## config.mk

```make
export PLATFORM = sky130hd
export DESIGN_NAME = ps2_host_tx
export DESIGN_NICKNAME = d
export VERILOG_FILES = /design/src/rtl/ps2_pkg.sv /design/src/rtl/ps2_line_filter.sv /design/src/rtl/ps2_host_tx.sv
export SDC_FILE = /design/constraint.sdc
export NUM_CORES = 1
export LEC_CHECK = 0
export ABC_AREA = 1
export CORE_MARGIN = 2
export CORE_UTILIZATION = 60
export CTS_BUF_LIST = sky130_fd_sc_hd__clkbuf_8
export DETAILED_ROUTE_END_ITERATION = 16
export GPL_TIMING_DRIVEN = 0
export PLACE_DENSITY = 0.83
export SLEW_MARGIN = 20
export SYNTH_ARGS = -nofsm -noshare
export SYNTH_HDL_FRONTEND = slang
export SYNTH_SLANG_ARGS = --single-unit
```

## constraint.sdc

```tcl
create_clock -name clk -period 1.8 [get_ports clk]
set_input_delay 0.36 -clock clk [delete_from_list [all_inputs] [get_ports clk]]
set_output_delay 0.36 -clock clk [all_outputs]
set_load 0.05 [all_outputs]
```

## src/rtl/ps2_pkg.sv

```systemverilog
// Shared PS/2 definitions: host transmitter state encoding and default timing constants.
// The keyboard receiver imports the same timing defaults.
package ps2_pkg;

    typedef enum logic [2:0] {
        IDLE,
        INHIBIT,
        START,
        BITS,
        ACK,
        WAIT_IDLE
    } ps2_state_e;

    localparam int unsigned C_CLK_MHZ    = 25;
    localparam int unsigned C_INHIBIT_US = 100;
    localparam int unsigned C_TIMEOUT_US = 15000;
    localparam int unsigned C_FILTER     = 8;

    // PS/2 frames use odd parity over the eight data bits.
    function automatic logic odd_parity(input logic [7:0] data);
        return ~^data;
    endfunction

endpackage

```

## src/rtl/ps2_line_filter.sv

```systemverilog
// Conditions one raw open-drain PS/2 line: 2-FF synchronizer, stability filter,
// and a one-cycle strobe on an accepted 1->0 transition.
module ps2_line_filter #(
    parameter int unsigned c_filter = 8
) (
    input  logic clk,
    input  logic reset,
    input  logic line_i,
    output logic level_o,
    output logic fall_o
);
    localparam int unsigned CW = $clog2(c_filter + 1);

    logic          sync1_q, sync2_q;
    logic          level_q, level_d;
    logic [CW-1:0] cnt_q, cnt_d;
    logic          fall;

    // The strobe is raised in the cycle before the level flips, so a consumer
    // registering it acts on the same edge that the filtered level updates.
    always_comb begin
        cnt_d   = '0;
        level_d = level_q;
        fall    = 1'b0;
        if (sync2_q != level_q) begin
            if (cnt_q == CW'(c_filter - 1)) begin
                level_d = sync2_q;
                fall    = ~sync2_q;
            end else begin
                cnt_d = cnt_q + 1'b1;
            end
        end
    end

    always_ff @(posedge clk) begin
        if (reset) begin
            sync1_q <= 1'b1;
            sync2_q <= 1'b1;
            level_q <= 1'b1;
            cnt_q   <= '0;
        end else begin
            sync1_q <= line_i;
            sync2_q <= sync1_q;
            level_q <= level_d;
            cnt_q   <= cnt_d;
        end
    end

    assign level_o = level_q;
    assign fall_o  = fall;

endmodule

```

## src/rtl/ps2_host_tx.sv

```systemverilog
// Host-to-device PS/2 transmitter: sends one command byte to the keyboard through
// open-drain output enables and reports completion with done/err.
module ps2_host_tx
    import ps2_pkg::*;
#(
    parameter int unsigned c_clk_mhz    = C_CLK_MHZ,
    parameter int unsigned c_inhibit_us = C_INHIBIT_US,
    parameter int unsigned c_timeout_us = C_TIMEOUT_US,
    parameter int unsigned c_filter     = C_FILTER
) (
    input  logic       clk,
    input  logic       reset,
    input  logic [7:0] tx_data,
    input  logic       tx_valid,
    output logic       tx_ready,
    input  logic       ps2_clk_i,
    input  logic       ps2_data_i,
    output logic       ps2_clk_oe,
    output logic       ps2_data_oe,
    output logic       rx_inhibit,
    output logic       done,
    output logic       err
);
    localparam int unsigned INHIBIT_CYC = c_clk_mhz * c_inhibit_us;
    localparam int unsigned TIMEOUT_CYC = c_clk_mhz * c_timeout_us;
    localparam int unsigned CW          = $clog2(TIMEOUT_CYC + 1);

    localparam logic [CW-1:0] INHIBIT_LAST = CW'(INHIBIT_CYC - 1);
    localparam logic [CW-1:0] START_LAST   = CW'(c_clk_mhz - 1);
    localparam logic [CW-1:0] TIMEOUT_LAST = CW'(TIMEOUT_CYC - 1);

    ps2_state_e    state_q, state_d;
    logic [CW-1:0] cnt_q, cnt_d;
    logic [3:0]    bit_cnt_q, bit_cnt_d;
    logic [9:0]    shift_q, shift_d;
    logic          clk_oe_q, clk_oe_d;
    logic          data_oe_q, data_oe_d;
    logic          done_q, done_d;
    logic          err_q, err_d;
    logic          finish, finish_err;

    logic clk_lvl, clk_fall, data_lvl, unused_data_fall;

    ps2_line_filter #(.c_filter(c_filter)) u_clk_filter (
        .clk     (clk),
        .reset   (reset),
        .line_i  (ps2_clk_i),
        .level_o (clk_lvl),
        .fall_o  (clk_fall)
    );

    ps2_line_filter #(.c_filter(c_filter)) u_data_filter (
        .clk     (clk),
        .reset   (reset),
        .line_i  (ps2_data_i),
        .level_o (data_lvl),
        .fall_o  (unused_data_fall)
    );

    always_comb begin
        state_d    = state_q;
        cnt_d      = cnt_q;
        bit_cnt_d  = bit_cnt_q;
        shift_d    = shift_q;
        clk_oe_d   = clk_oe_q;
        data_oe_d  = data_oe_q;
        done_d     = 1'b0;
        err_d      = err_q;
        finish     = 1'b0;
        finish_err = 1'b0;

        case (state_q)
            IDLE: begin
                if (tx_valid) begin
                    shift_d   = {1'b1, odd_parity(tx_data), tx_data};
                    bit_cnt_d = '0;
                    cnt_d     = '0;
                    err_d     = 1'b0;
                    clk_oe_d  = 1'b1;
                    state_d   = INHIBIT;
                end
            end
            INHIBIT: begin
                if (cnt_q == INHIBIT_LAST) begin
                    cnt_d     = '0;
                    data_oe_d = 1'b1;
                    state_d   = START;
                end else begin
                    cnt_d = cnt_q + 1'b1;
                end
            end
            START: begin
                // Releasing the clock hands control to the device; the same
                // counter then measures the overall frame timeout.
                if (cnt_q == START_LAST) begin
                    cnt_d    = '0;
                    clk_oe_d = 1'b0;
                    state_d  = BITS;
                end else begin
                    cnt_d = cnt_q + 1'b1;
                end
            end
            BITS: begin
                cnt_d = cnt_q + 1'b1;
                if (clk_fall) begin
                    data_oe_d = ~shift_q[0];
                    shift_d   = {1'b0, shift_q[9:1]};
                    bit_cnt_d = bit_cnt_q + 1'b1;
                    if (bit_cnt_q == 4'd9) begin
                        state_d = ACK;
                    end
                end
            end
            ACK: begin
                cnt_d = cnt_q + 1'b1;
                if (clk_fall) begin
                    if (data_lvl) begin
                        finish     = 1'b1;
                        finish_err = 1'b1;
                    end else begin
                        state_d = WAIT_IDLE;
                    end
                end
            end
            WAIT_IDLE: begin
                cnt_d = cnt_q + 1'b1;
                if (clk_lvl && data_lvl) begin
                    finish = 1'b1;
                end
            end
            default: state_d = IDLE;
        endcase

        if ((state_q inside {BITS, ACK, WAIT_IDLE}) && (cnt_q == TIMEOUT_LAST)) begin
            finish     = 1'b1;
            finish_err = 1'b1;
        end

        if (finish) begin
            state_d   = IDLE;
            cnt_d     = '0;
            clk_oe_d  = 1'b0;
            data_oe_d = 1'b0;
            done_d    = 1'b1;
            err_d     = finish_err;
        end
    end

    always_ff @(posedge clk) begin
        if (reset) begin
            state_q   <= IDLE;
            cnt_q     <= '0;
            bit_cnt_q <= '0;
            shift_q   <= '0;
            clk_oe_q  <= 1'b0;
            data_oe_q <= 1'b0;
            done_q    <= 1'b0;
            err_q     <= 1'b0;
        end else begin
            state_q   <= state_d;
            cnt_q     <= cnt_d;
            bit_cnt_q <= bit_cnt_d;
            shift_q   <= shift_d;
            clk_oe_q  <= clk_oe_d;
            data_oe_q <= data_oe_d;
            done_q    <= done_d;
            err_q     <= err_d;
        end
    end

    assign tx_ready    = (state_q == IDLE);
    assign rx_inhibit  = (state_q != IDLE);
    assign ps2_clk_oe  = clk_oe_q;
    assign ps2_data_oe = data_oe_q;
    assign done        = done_q;
    assign err         = err_q;

endmodule

```

==> impl_metrics.yaml, run 1 <==
sta:
  rsz0062_at_grt: "false"
  slew_headroom_pct: 67.0
  setup_viol: 0
  worst_pin_slew_ps: 495
  finalCritPeriodShare_pct: 93.9
  min_period_ps: 1690
  fin_ws_ps: 110
  setup-tns-final_ps: 0
  fmax_mhz: 592
  finalMaxSlewViolations: 0
  hold_violations: 0
  fin_worst_skew_ps: 4.74
power_and_ir_drop:
  power_density_nw_per_um2: 1170
  clkPwrFrac_pct: 24.5
  sequentialPowerShare_pct: 36.7
  sw_frac_of_total_pct: 38.0
  power.leakage_nw: 1.44
  p_int_w: 0.00240
  peakVddDrop_uv: 721
  p_sw_w: 0.00147
  comb_power_share_pct: 38.8
detailed_routing:
  drtPass1Iterations: 4
  drtIter0Drc: 131
  drt.antenna.violating_nets: 0
  vias_per_cell: 5.29
  routed_wl_um: 5640
  num_vias: 2562
  routedWlPerCell_um: 11.7
  drc_errors: 0
placement:
  gp_congestion: 0.907
  place_ws_ps: -387
  dp.cells: 474
  dp_hpwl_um: 4280
  io_buffers: 18
clock_tree:
  cts_tree: "built"
  clockBufferDepth: 2
  cts_sinks: 54
  htree_levels: 2
  cts_buffers: 5
  cts_root_buffer: "clkbuf_8"
  cts_hold_buf: 0
  clkLatencyLatePin_ps: 300
  clk_pin_slew_ps: 100
synthesis:
  synth_warnings: 0
  synth_most_common_cell: "nand2_1"
  syn-num-nets: 421
  syn-instance-count: 402
  synth_simple_gate_area_share_pct: 36.2
  synth_compound_area_share_pct: 9.33
  yosysTopAreaCellShare_pct: 37.5
  synthArstFlopShare_pct: 0
  seq_area_frac_synth_pct: 37.5
  synth_common_cells: "nand2_1 (89), dfxtp_1 (54), inv_1 (48), nor2_1 (48), nand3_1 (22)"
  synth_top_area_cell: "dfxtp_1"
  avgSynthCellArea_um2: 7.17
  yosys-mux-area-fraction_pct: 0
  yosysUniqueCellTypes: 39
  synth_top_family_by_area: "simple AND/OR/NAND/NOR gates"
  netlist_area_um2: 2880
  synth_edf_count: 0
  synth_xor_xnor_area_share_pct: 5.47
  synth_flop_cell: "dfxtp_1"
  synth_seq_cells: 54
  yosys-top-cells-area: "dfxtp_1 (38%), nand2_1 (12%), inv_1 (6.3%), nor2_1 (6.3%), nand3_1 (3.8%)"
  synthAdderAreaFrac_pct: 2.60
worst_hold_path:
  hp-class: "flip-flop to flip-flop"
floorplan:
  die_h_um: 73.3
  start_util_pct: 61.4
  pin_count: 19
  core_area_um2: 4690
  rows: 25
  die_area_um2: 5380
  die-width_um: 73.3
critical_path:
  start_kind: "flip-flop"
  crit_fanout: 9
  critPathCaptureType: "primary output"
  cp.required_ps: 1440
  crit_arrival_ps: 1330
  crit_type: "flip-flop to primary output"
layout:
  area_growth_pct: 15.3
  final_cells: 484
  final_net_count: 448
  n_fill_cell: 376
  num_antenna_cells: 0
  drive_gt1_share_pct: 15.3
run_status:
  status: "complete, no violations"
grt:
  grt_pass1_wl_um: 9740
  grt_max_degree: 18
  grt_usage_pct: 22.8
  overflow: 0
  antenna_found_initial: 0
  grt_pass1_vias: 2369
flow_run:
  cap_violations: 0
==> metal layers <==
layer  global-route usage, %  part of all wire, %  vias up  wire (um)
met5                       0                    0        -          0
met4                    9.29                  1.6        0         89
met3                    5.49                  3.4       11        191
met2                    39.9                   50       44       2810
met1                    26.7                   45     1171       2550
li1                        -                    -     1336          -
==> cell usage in the layout (no fill, tap or decap), drive strengths merged, types with 12 or more instances in the layout <==
cell / n
nand2: 94
nor2: 65
dfxtp: 54
inv: 51
nand3: 23
o21ai: 20
nor3: 17
xor2: 12
clkdlybuf4s50: 12
==> area by class of cell <==
class / count / area (um2) / area share (%)
buffer: 10 / 73.8 / 2.22
clock buffer: 5 / 68.8 / 2.07
clock inverter: 3 / 68.8 / 2.07
inverter: 52 / 196 / 5.91
multi-input combinational: 286 / 1580 / 47.5
sequential: 54 / 1080 / 32.6
tap: 54 / 67.6 / 2.03
timing repair buffer: 20 / 184 / 5.53
==> flip-flops by register name, summed over array words and instances, names as in the netlist <==
register,count
u_data_filter.sync2_q,1
u_clk_filter.sync1_q,1
u_data_filter.sync1_q,1
shift_q,10
u_clk_filter.level_o,1
u_data_filter.level_o,1
ps2_data_oe,1
bit_cnt_q,4
state_q,3
u_clk_filter.cnt_q,4
done,1
cnt_q,19
u_data_filter.cnt_q,4
ps2_clk_oe,1
err,1
u_clk_filter.sync2_q,1
==> critical path, stage by stage, from the launching register on <==
cell and delay [ps]:
dfxtp_1 320, buf_6 140, nor3_4 250, buf_2 310
==> power by group through the flow <==
stage          clock network (W)  registers (W)  logic [W]
6_report                0.000950        0.00142    0.00150
5_1_grt                  0.00101        0.00144    0.00167
4_1_cts                 0.000974        0.00142    0.00148
3_5_place_dp                   0        0.00144    0.00151
3_3_place_gp                   0        0.00144    0.00149
2_1_floorplan                  0        0.00145    0.00116
==> repair_timing <==
item                                    CTS  global route
hold endpoints to repair                  0             0
setup buffers                             0             2
pin swaps                                 0             3
gates cloned                              0             0
resized for setup                        17            15
endpoints found under the setup margin   26            27
==> path summary, 6_finish.rpt <==
kind                                                       from                               to  slack, ps  cells after the start
worst max-delay path                    state_q[2]$_SDFFE_PP0P_                         tx_ready        110                      3
worst min-delay path            u_clk_filter.sync1_q$_SDFF_PP1_  u_clk_filter.sync2_q$_SDFF_PP1_        420                      1
worst max register to register            cnt_q[0]$_SDFFE_PP0P_           cnt_q[16]$_SDFFE_PP0P_        120                      8
worst min register to register  u_clk_filter.sync1_q$_SDFF_PP1_  u_clk_filter.sync2_q$_SDFF_PP1_        420                      1
==> through the flow <==
step	hold slack, ps	total power (W)	utilization [%]	instance area, um2
2_1_floorplan	389	0.00261	-	2890
3_3_place_gp	393	0.00292	66.8	3130
3_5_place_dp	395	0.00296	66.8	3130
4_1_cts	419	0.00387	69.7	3270
5_1_grt	433	0.00412	70.8	3320
6_report	416	0.00387	70.8	3320
==> kinds of logic after synthesis <==
family	after synthesis
AOI/OAI and AO/OA	47
xor gates and xnor gates	18
adders and majority gates	6
buffers and inverters	62
DFF	54
and+or+nand+nor	215
(Power assumes the default switching activity.)
==> inputs of run 2 (changes only) <==
--- a/config.mk
+++ b/config.mk
@@ -10,7 +10,6 @@
 export CORE_UTILIZATION = 60
 export CTS_BUF_LIST = sky130_fd_sc_hd__clkbuf_8
 export DETAILED_ROUTE_END_ITERATION = 16
-export GPL_TIMING_DRIVEN = 0
 export PLACE_DENSITY = 0.83
 export SLEW_MARGIN = 20
 export SYNTH_ARGS = -nofsm -noshare
==> run 2 against run 1 <==
Maximum frequency rose by 0.44%. Clock power down 30%. Global-route usage is 0.38 points higher. Sequential power rose by 4%. Total power down 4.7%. Wire length rose by 3.8%. Sequential share of layout area increased by 0.25 points. Hold slack improved by 1.1 ps. Die area did not move. Cell area decreased by 0.64%. Largest power group unchanged. Highest routed layer unchanged.
==> impl_metrics.yaml, run 2 (synthesis gave the netlist of run 1 again) <==
layout:
  top_regs: "cnt_q x19, shift_q x10"
  mostFrequentLayoutCells: "nand2_1 (84), dfxtp_1 (50), inv_1 (48)"
  fin_util_pct: 70.4
  num_antenna_cells: 0
  final_common_cell: "nand2_1"
  largest_reg_flops: 19
  final_cells: 484
  drive_gt1_share_pct: 17.2
  area_growth_pct: 14.5
  top_register: "cnt_q"
  final_net_count: 448
power_and_ir_drop:
  power_density_nw_per_um2: 1120
  peakVddDrop_uv: 677
  power.leakage_nw: 1.42
critical_path:
  cp_top_family: "flip-flops"
  slowest_stage: "dfxtp_1"
  crit_arrival_ps: 1320
  path_cells: "nor3_4, inv_1, buf_12"
  start_kind: "flip-flop"
  max_stage_delay_ps: 390
  rr_startpoint: "state_q[0]$_SDFFE_PP0P_"
  reg2reg_to: "cnt_q[15]$_SDFFE_PP0P_"
  crit_fanout: 4
  reg2reg_slack_ps: 140
  crit_type: "flip-flop to primary output"
  r2r_cells: 9
  cp_num_buf_inv: 2
  critPathCaptureType: "primary output"
  cp.required_ps: 1440
placement:
  place_ws_ps: -13.5
  io_buffers: 18
  dp.cells: 476
  dp_hpwl_um: 4410
  gp_congestion: 0.944
grt:
  overflow: 0
  antenna_found_initial: 0
  grt_pass1_vias: 2353
  grt_max_degree: 19
  grt_pass1_wl_um: 9900
  grt_usage_pct: 23.2
detailed_routing:
  vias_per_cell: 5.30
  drc_errors: 0
  routedWlPerCell_um: 12.1
  drt.antenna.violating_nets: 0
  drtPass1Iterations: 4
  routed_wl_um: 5850
  drtIter0Drc: 231
  num_vias: 2565
sta:
  min_period_ps: 1680
  fin_worst_skew_ps: 5.88
  finalMaxSlewViolations: 0
  fin_ws_ps: 117
  fmax_mhz: 594
  setup_viol: 0
  worst_pin_slew_ps: 378
  slew_headroom_pct: 74.8
  hold_violations: 0
  whs_ps: 417
  finalCritPeriodShare_pct: 93.5
clock_tree:
  cts_sinks: 54
  clockBufferDepth: 2
  clk_pin_slew_ps: 100
  htree_levels: 2
  cts_tree: "built"
  cts_root_buffer: "clkbuf_8"
  cts_buffers: 5
  clkLatencyLatePin_ps: 310
worst_hold_path:
  hp-start: "u_data_filter.sync1_q$_SDFF_PP1_"
  hold_path_end: "u_data_filter.sync2_q$_SDFF_PP1_"
  min_path_cells: 1
  hp-class: "flip-flop to flip-flop"
run_status:
  status: "complete, no violations"
flow_run:
  cap_violations: 0
floorplan:
  start_util_pct: 61.4
  core_area_um2: 4690
  die_h_um: 73.3
  die-width_um: 73.3
  pin_count: 19
  rows: 25
  die_area_um2: 5380
[run 2: changes by cell type in the layout (fill, tap and decap cells not counted), moves of 3 or more]
cell | previous run | this run
buf_2 | 4 | 0
dlygate4sd2_1 | 3 | 0
nand2_1 | 87 | 84
buf_4 | 2 | 16
[run 2: worst register-to-register path, delay by kind of cell, from the launching register on]
kind / cells / cell delay (ps)
AND/OR/NAND/NOR: 8 / 960
flip-flops: 1 / 540
buffers and inverters: 1 / 50
[run 2: timing repair]
action / in CTS / in global routing
hold buffers: 0 / 0
endpoints found under the setup margin: 5 / 31
pin swaps: 0 / 4
resized for setup: 1 / 13
buffers inserted: 0 / 0
[run 2: area by class of cell]
class                   count  area, um2
fillers                   388       1390
clock buffers               5       68.8
clock inverters             3       21.3
inverters                  52        196
repair buffers             30        280
flip-flops and latches     54       1090
multi-input cells         286       1580
well taps                  54       67.6
[run 2: through the flow]
step                area [um2]  setup TNS, ps  total power, W
global placement          3170              0         0.00295
detailed placement        3170          -13.5         0.00300
floorplan                 2890          -10.7         0.00261
global route              3300          -13.1         0.00392
finish                    3300              0         0.00369
CTS                       3260              0         0.00367
[run 2: worst max-delay path by stage]
stage                                                start                       to  slack, ps  depth (start not counted)
after global routing                 cnt_q[1]$_SDFFE_PP0P_   cnt_q[16]$_SDFFE_PP0P_        -10                          8
after detailed placement  u_clk_filter.cnt_q[0]$_SDFF_PP0_  shift_q[5]$_SDFFE_PP0P_        -10                          8
after floorplan                    state_q[2]$_SDFFE_PP0P_    cnt_q[6]$_SDFFE_PP0P_        -10                          9
after CTS                          state_q[2]$_SDFFE_PP0P_               rx_inhibit         40                          3
final                              state_q[1]$_SDFFE_PP0P_               rx_inhibit        120                          3
after global placement                            tx_valid    cnt_q[6]$_SDFFE_PP0P_         80                          8
[run 2: where the power goes]
group	switching [W]	internal, W	leakage [nW]	total (W)
clock network	0.000393	0.000274	0.0441	0.000667
registers	0.000142	0.00134	0.441	0.00148
logic	0.000970	0.000571	0.931	0.00154
[run 2: layer usage]
| metal | part of all wire [%] | up-vias | track usage (%) |
|---|---|---|---|
| met4 | 1.4 | 0 | 6.06 |
| met1 | 46 | 1159 | 28.7 |
| li1 | - | 1343 | - |
| met3 | 3.2 | 9 | 4.53 |
| met2 | 49 | 54 | 41.2 |
| met5 | 0 | - | 0 |
==> inputs of run 3 (changes only) <==
--- a/config.mk
+++ b/config.mk
@@ -6,11 +6,12 @@
 export NUM_CORES = 1
 export LEC_CHECK = 0
 export ABC_AREA = 1
+export CORE_ASPECT_RATIO = 0.6
 export CORE_MARGIN = 2
-export CORE_UTILIZATION = 60
+export CORE_UTILIZATION = 51
 export CTS_BUF_LIST = sky130_fd_sc_hd__clkbuf_8
 export DETAILED_ROUTE_END_ITERATION = 16
-export PLACE_DENSITY = 0.83
+export PLACE_DENSITY = 0.72
 export SLEW_MARGIN = 20
 export SYNTH_ARGS = -nofsm -noshare
 export SYNTH_HDL_FRONTEND = slang
==> run 3 against run 2 <==
Register-to-register slack got worse by 40 ps. Combinational power rose by 13%. Clock power rose by 27%. Setup slack got worse by 39 ps. Sequential share of layout area fell by 1.2 points. Total power rose by 10%. Clock skew rose by 1.6 ps. Global-route usage fell by 1.6 points. Die area rose by 17%. Maximum frequency fell by 2.3%.
==> impl_metrics.yaml, run 3 (synthesis gave the netlist of run 1 again) <==
grt:
  top_usage_layer: "met1"
  antenna_found_initial: 0
  grt_use_met1_pct: 35.1
  grt_pass1_vias: 2334
  use_met2_pct: 29.1
  overflow: 0
  grt_pass1_wl_um: 10900
  grt_max_degree: 19
  grt_usage_pct: 21.6
  grt_use_met3_pct: 4.50
sta:
  finalMaxSlewViolations: 0
  slew_headroom_pct: 73.2
  setup-tns-final_ps: 0
  finalCritPeriodShare_pct: 95.7
  min_period_ps: 1720
  setup_viol: 0
  fin_worst_skew_ps: 7.45
  rsz0062_at_grt: "true"
  hold_violations: 0
  worst_pin_slew_ps: 401
  fmax_mhz: 581
worst_hold_path:
  hp-class: "flip-flop to flip-flop"
  hp-start: "u_data_filter.sync1_q$_SDFF_PP1_"
clock_tree:
  cts_tree: "built"
  cts_root_buffer: "clkbuf_8"
  clkLatencyLatePin_ps: 300
  clockBufferDepth: 2
  cts_sinks: 54
  cts_buffers: 5
  htree_levels: 2
  clk_pin_slew_ps: 100
layout:
  drive_gt1_share_pct: 17.6
  area_growth_pct: 18.6
  final_common_cell: "nand2_1"
  num_antenna_cells: 0
  largest_reg_flops: 19
  fin_util_pct: 62.0
  n_fill_cell: 507
  top_register: "cnt_q"
  top_regs: "cnt_q x19, shift_q x10"
  final_net_count: 456
  final_area_um2: 3420
  final_cells: 507
  mostFrequentLayoutCells: "nand2_1 (87), dfxtp_1 (51), inv_1 (48), nor2_1 (48), nand3_1 (21)"
floorplan:
  pin_count: 19
  die_area_um2: 6290
  start_util_pct: 52.2
  rows: 21
  die-width_um: 101
  core_area_um2: 5520
  die_h_um: 62.2
critical_path:
  critPathLaunch: "state_q[2]$_SDFFE_PP0P_"
  critPathCaptureType: "primary output"
  crit_type: "flip-flop to primary output"
  rr_startpoint: "cnt_q[0]$_SDFFE_PP0P_"
  cp.required_ps: 1440
  crit_arrival_ps: 1360
  start_kind: "flip-flop"
  crit_fanout: 9
power_and_ir_drop:
  power.leakage_nw: 1.47
  power_density_nw_per_um2: 1190
  peakVddDrop_uv: 1670
  fin_total_pwr_w: 0.00406
flow_run:
  cap_violations: 0
detailed_routing:
  drt.antenna.violating_nets: 0
  drc_errors: 0
  num_vias: 2612
  vias_per_cell: 5.15
  routed_wl_um: 6520
  drtPass1Iterations: 5
  drtIter0Drc: 259
  routedWlPerCell_um: 12.9
placement:
  placed_cell_area_um2: 3250
  dp.cells: 497
  gp_congestion: 0.959
  dp_hpwl_um: 4920
  io_buffers: 18
run_status:
  status: "complete, no violations"
## run 3: worst paths after layout
path | endpoint | slack, ps | cells after the start
worst min-delay path | u_data_filter.sync2_q$_SDFF_PP1_ | 420 | 1
worst max-delay path | rx_inhibit | 80 | 4
worst max register to register | cnt_q[6]$_SDFFE_PP0P_ | 100 | 9
worst min register to register | u_data_filter.sync2_q$_SDFF_PP1_ | 420 | 1
## run 3: what timing repair did
item / 4_1_cts / 5_1_grt
endpoints found under the setup margin: 1 / 31
hold buffers: 0 / 0
gates cloned: 0 / 1
gates resized for setup: 1 / 9
pin swaps: 0 / 2
setup buffers: 0 / 1
## run 3: routing by layer
metal | part of all wire, % | vias up
met5 | 0 | -
met4 | 0.37 | 0
met3 | 7.3 | 2
met2 | 39 | 87
met1 | 53 | 1172
li1 | - | 1351
## run 3: where the power goes
part / switching [W] / internal, W
registers: 0.000142 / 0.00134
logic: 0.00106 / 0.000676
clock network: 0.000420 / 0.000424
total: 0.00162 / 0.00244
## run 3: layout make-up
cell class              count  area (um2)  share of cell area (%)
inverters                  52         196                    5.74
repair buffers             37         353                    10.3
clock buffers               5        68.8                    2.01
clock inverters             3        48.8                    1.43
flip-flops and latches     54        1080                    31.7
multi-input cells         287        1580                    46.2
well taps                  69        86.3                    2.52
## run 3: critical path, stage by stage (launching register included)
cell     delay, ps
dfxtp_2        410
nor3_4         270
buf_4          170
inv_1           60
buf_12         140
## run 3: per-stage QoR
stage	hold WS, ps	worst slack (ps)
after detailed placement	402	29.1
after global routing	440	-13.4
after global placement	394	51.7
final	424	77.6
after floorplan	389	-10.7
after CTS	431	45.6
